File: src/rtl/nibble_serial_adder_ctrl.sv
// nibble_serial_adder_ctrl: WIDTH-bit adder built from one 4-bit ripple slice, one nibble per clock, LSB first.
// Optional feature: define SUB_EN to add the sub port (a - b computed as a + ~b + 1).
module nibble_serial_adder_ctrl #(
    parameter int WIDTH = 16
) (
    input  logic             clk,
    input  logic             rst_n,
    input  logic             start_valid,
    output logic             start_ready,
    input  logic [WIDTH-1:0] a,
    input  logic [WIDTH-1:0] b,
    input  logic             cin,
`ifdef SUB_EN
    input  logic             sub,
`endif
    output logic [WIDTH-1:0] result,
    output logic             cout,
    output logic             result_valid,
    input  logic             result_ready,
    output logic             busy
);
    localparam int NIB = WIDTH / 4;
    localparam int IW  = (NIB > 1) ? $clog2(NIB) : 1;
    localparam logic [IW-1:0] LAST = IW'(NIB - 1);

    typedef enum logic [1:0] {IDLE, RUN, DONE} state_t;

    state_t           state_q, state_d;
    logic [IW-1:0]    idx_q, idx_d;
    logic [WIDTH-1:0] a_q, a_d, b_q, b_d, result_q, result_d;
    logic             carry_q, carry_d, cout_q, cout_d, valid_q, valid_d;
    logic [WIDTH-1:0] b_in;
    logic             c_in;
    logic [3:0]       an, bn, s;
    logic [4:0]       cv;

`ifdef SUB_EN
    // Operand conditioning at accept: subtraction feeds ~b with a forced carry-in of 1
    always_comb begin
        b_in = sub ? ~b : b;
        c_in = sub | cin;
    end
`else
    // Plain addition: operands pass straight through
    always_comb begin
        b_in = b;
        c_in = cin;
    end
`endif

    // 4-bit ripple slice working on the nibble selected by idx
    always_comb begin
        an    = a_q[4*idx_q +: 4];
        bn    = b_q[4*idx_q +: 4];
        s     = '0;
        cv    = '0;
        cv[0] = carry_q;
        for (int i = 0; i < 4; i++) begin
            s[i]    = an[i] ^ bn[i] ^ cv[i];
            cv[i+1] = (an[i] & bn[i]) | (cv[i] & (an[i] ^ bn[i]));
        end
    end

    // Sequencer: accept in IDLE, one nibble per RUN cycle, hold result in DONE until taken
    always_comb begin
        state_d  = state_q;
        idx_d    = idx_q;
        a_d      = a_q;
        b_d      = b_q;
        carry_d  = carry_q;
        result_d = result_q;
        cout_d   = cout_q;
        valid_d  = valid_q;
        case (state_q)
            IDLE: if (start_valid) begin
                a_d     = a;
                b_d     = b_in;
                carry_d = c_in;
                idx_d   = '0;
                state_d = RUN;
            end
            RUN: begin
                result_d[4*idx_q +: 4] = s;
                carry_d = cv[4];
                idx_d   = idx_q + 1'b1;
                if (idx_q == LAST) begin
                    cout_d  = cv[4];
                    valid_d = 1'b1;
                    state_d = DONE;
                end
            end
            DONE: if (result_ready) begin
                valid_d = 1'b0;
                state_d = IDLE;
            end
            default: state_d = IDLE;
        endcase
    end

    // State and datapath registers; reset discards any in-flight operation
    always_ff @(posedge clk or negedge rst_n) begin
        if (!rst_n) begin
            state_q  <= IDLE;
            idx_q    <= '0;
            a_q      <= '0;
            b_q      <= '0;
            carry_q  <= 1'b0;
            result_q <= '0;
            cout_q   <= 1'b0;
            valid_q  <= 1'b0;
        end else begin
            state_q  <= state_d;
            idx_q    <= idx_d;
            a_q      <= a_d;
            b_q      <= b_d;
            carry_q  <= carry_d;
            result_q <= result_d;
            cout_q   <= cout_d;
            valid_q  <= valid_d;
        end
    end

    assign start_ready  = (state_q == IDLE);
    assign busy         = (state_q != IDLE);
    assign result       = result_q;
    assign cout         = cout_q;
    assign result_valid = valid_q;
endmodule

File: config.mk
export PLATFORM = sky130hd
export DESIGN_NAME = nibble_serial_adder_ctrl
export DESIGN_NICKNAME = d
export VERILOG_FILES = /design/src/rtl/nibble_serial_adder_ctrl.sv
export SDC_FILE = /design/constraint.sdc
export NUM_CORES = 1
export LEC_CHECK = 0
export ABC_AREA = 1
export BUFFER_PORTS_ARGS = -buffer_cell sky130_fd_sc_hd__buf_4
export CELL_PAD_IN_SITES_DETAIL_PLACEMENT = 1
export CELL_PAD_IN_SITES_GLOBAL_PLACEMENT = 1
export CORE_UTILIZATION = 45
export CTS_BUF_LIST = sky130_fd_sc_hd__clkbuf_4
export DETAILED_ROUTE_END_ITERATION = 6
export PLACE_DENSITY_LB_ADDON = 0.1
export REMOVE_ABC_BUFFERS = 1
export SYNTH_ARGS = -nofsm -noshare
export SYNTH_HDL_FRONTEND = slang
export SYNTH_SLANG_ARGS = --single-unit
File: constraint.sdc
create_clock -name clk -period 5.7 [get_ports clk]
set_input_delay 0.57 -clock clk [delete_from_list [all_inputs] [get_ports clk]]
set_output_delay 0.57 -clock clk [all_outputs]
set_load 0.05 [all_outputs]
==> results.py <==
metrics = {
    "status": {
        "status": "finished clean",
    },
    "route": {
        "postRouteAntennaNets": 0,
        "wirelength_mm": 6.37,
        "via_per_inst": 5.09,
        "vias": 2362,
        "wl_per_cell_um": 13.7,
        "drc_errors": 0,
        "drtIter0Drc": 96,
        "dr.pass1.iters": 4,
    },
    "min_path": {
        "hold_path.class": "in2async",
    },
    "critical_path": {
        "end_kind": "register",
        "ff2ff_path_depth": 11,
        "reg2reg_slack_ns": 1.79,
        "crit_slowest_cell": "dfrtp_1",
        "timing.rr.end": "result[15]",
        "path_class": "reg2reg",
        "crit_fanout": 32,
        "startpoint": "idx_q[0]",
        "startpoint_type": "register",
        "crit_arrival_ns": 4.25,
        "slowest_delay_ns": 0.76,
        "crit_required_ns": 6.04,
        "path_cells": "inv_1 -> o21ai_0 -> nand2_1 -> fa_1 -> fa_1 -> fa_1 -> fa_1 -> nand2_1 -> nor2_1 -> nand2_1 -> nand2_1",
        "r2r-start": "idx_q[0]",
        "worstSetupEndpoint": "result[15]",
    },
    "timing": {
        "finalCritPeriodShare_pct": 68.6,
        "fmax_ghz": 0.256,
        "finalCriticalPeriod_ns": 3.91,
        "hold_viol_final": 0,
        "tightest_slew_ns": 0.867,
        "tns_ns": 0,
        "skew_ns": 0.0152,
        "rsz0062_at_grt": "false",
        "setup_viol": 0,
        "slew_headroom_pct": 42.1,
        "slew_violations": 0,
    },
    "global_routing": {
        "track_usage_pct": 21.7,
        "antenna_found_initial": 0,
        "gr-total-overflow": 0,
        "grt_pass1_wl_mm": 10.8,
        "first_global_vias": 2305,
        "grt_max_degree": 56,
    },
    "die": {
        "ioPinCount": 57,
        "initial_utilization_pct": 46.9,
        "core_area_mm2": 0.00599,
        "fp.dieW_um": 81.0,
        "placementRows": 28,
        "die-area_mm2": 0.00657,
        "die_h_um": 81.0,
    },
    "yosys": {
        "async_reset_ff_share_pct": 100,
        "synth-seq-area-share_pct": 49.0,
        "synth-main-ff-cell": "dfrtp_1",
        "syn_avg_cell_area_um2": 8.22,
        "ys_types": 23,
        "ys_ff_latch": 55,
        "synthTopCellsByArea": "dfrtp_1, nand2_1, nand3_1",
        "ys_top_cells_by_count": "nand2_1, dfrtp_1, nand3_1",
        "synth_edf_count": 0,
        "synth_top_area_share_pct": 49.0,
        "netlist_instances": 342,
        "synth_most_common_cell": "nand2_1",
        "synth.largest_area_cell": "dfrtp_1",
        "syn_area_mm2": 0.00281,
        "ys_warn_count": 0,
    },
    "power": {
        "vdd_ir_drop_max_mv": 0.303,
        "leakagePower_nw": 1.79,
        "comb_power_share_pct": 57.7,
        "p_total_mw": 2.04,
        "clockPowerShare_pct": 8.8,
        "p_sw_mw": 1.05,
        "p_int_uw": 995,
        "p_seq_share_pct": 33.5,
        "netSwitchingFraction_pct": 51.2,
        "power.density_mw_per_mm2": 626,
    },
    "cells_and_area": {
        "area.growth.synth_to_final_pct": 16.0,
        "fillCellCount": 766,
        "n_antenna_cell": 0,
        "final_layout_size_suffix_gt1_share_pct": 20.1,
        "nets": 435,
        "final_area_mm2": 0.00326,
    },
    "clocking": {
        "cts_tree": "yes",
        "cts_setup_buffers": 0,
        "cts-root-buf": "clkbuf_4",
        "holdBufCountCts": 0,
        "numCtsBuffers": 5,
        "clkSlewWorstSetupHoldPaths_ns": 0.16,
        "cts_buffer_depth": 2,
        "cts.sinks": 55,
        "htreeDepth": 2,
        "cts-resized-gates": 0,
        "clock_latency_ns": 0.38,
    },
    "job": {
        "max_cap_violations": 0,
    },
    "placed_design": {
        "dpl_cell_area_mm2": 0.00320,
        "gp_congestion": 0.809,
        "portBuffers": 56,
        "place_hpwl_mm": 4.55,
    },
}
-- critical path: cells and delay by family (launching register included) --
family                     cells  cell delay (ns)
AOI/OAI and AO/OA              1             0.34
adders and majority gates      4             1.75
buffers and inverters          1             0.58
DFF                            1             0.76
and+or+nand+nor                5             0.44
-- metrics by stage --
step	hold WS [ns]	std cells	worst slack (ns)	utilization (%)
global route	0.248	464	1.47	54.4
floorplan	0.274	325	2.35	-
finish	0.205	464	1.79	54.4
CTS	0.243	464	1.74	54.4
global placement	0.454	456	1.91	53.5
detailed placement	0.459	456	1.76	53.5
-- layout make-up --
type	instances	area (um2)	area share, %
clock buffer	7	52.6	1.61
clock inverter	1	5.00	0.153
inverter	21	83.8	2.57
multi-input combinational	249	1230	37.7
sequential	55	1380	42.2
tap	75	93.8	2.88
timing repair buffer	56	420	12.9
-- registers in the layout (all words and copies together), names as in the netlist --
signal,count
a_q,16
b_q,16
result,16
idx_q,2
state_q,2
carry_q,1
cout,1
result_valid,1
-- cells in the final DEF (no fill, tap or decap), drive strengths merged --
cell type,instances
nand2,139
inv,20
o211ai,8
fa,4
nand3,41
o21ai,16
clkinv,2
clkbuf,7
buf,56
dfrtp,55
nor2,30
ha,6
nand4,4
o31ai,1
-- power by group through the flow --
| stage | logic, mW | clock network [mW] | registers, mW |
|---|---|---|---|
| floorplan | 0.729 | 0 | 0.792 |
| global placement | 1.15 | 0 | 0.686 |
| detailed placement | 1.19 | 0 | 0.692 |
| CTS | 1.20 | 0.187 | 0.685 |
| global route | 1.33 | 0.201 | 0.704 |
| finish | 1.18 | 0.179 | 0.683 |
-- how the worst min path moves through the flow --
stage                        from          to  slack (ns)  depth (start not counted)
after CTS                   rst_n   result[6]        0.24                          1
after global routing        rst_n   result[4]        0.25                          1
after detailed placement   a_q[6]      a_q[6]        0.46                          2
after global placement    a_q[13]     a_q[13]        0.45                          2
after floorplan             rst_n      a_q[0]        0.27                          0
final                       rst_n  result[12]        0.21                          1
-- cell families after synthesis --
group	Yosys count	share of synthesized area (%)
buf+inv	38	7.34
simple gates	214	32.9
flops	55	49.0
compound gates	25	5.25
fa+ha+maj	10	5.52
-- routing by layer --
| metal | vias to the layer above | track usage (%) | share of wire (%) |
|---|---|---|---|
| met1 | 1136 | 28.2 | 45 |
| met3 | 5 | 3.82 | 3.3 |
| met2 | 41 | 37.5 | 50 |
| met4 | 0 | 4.82 | 1.0 |
| met5 | - | 0 | 0 |
| li1 | 1180 | - | - |
Power figures use the tool's default switching activity.
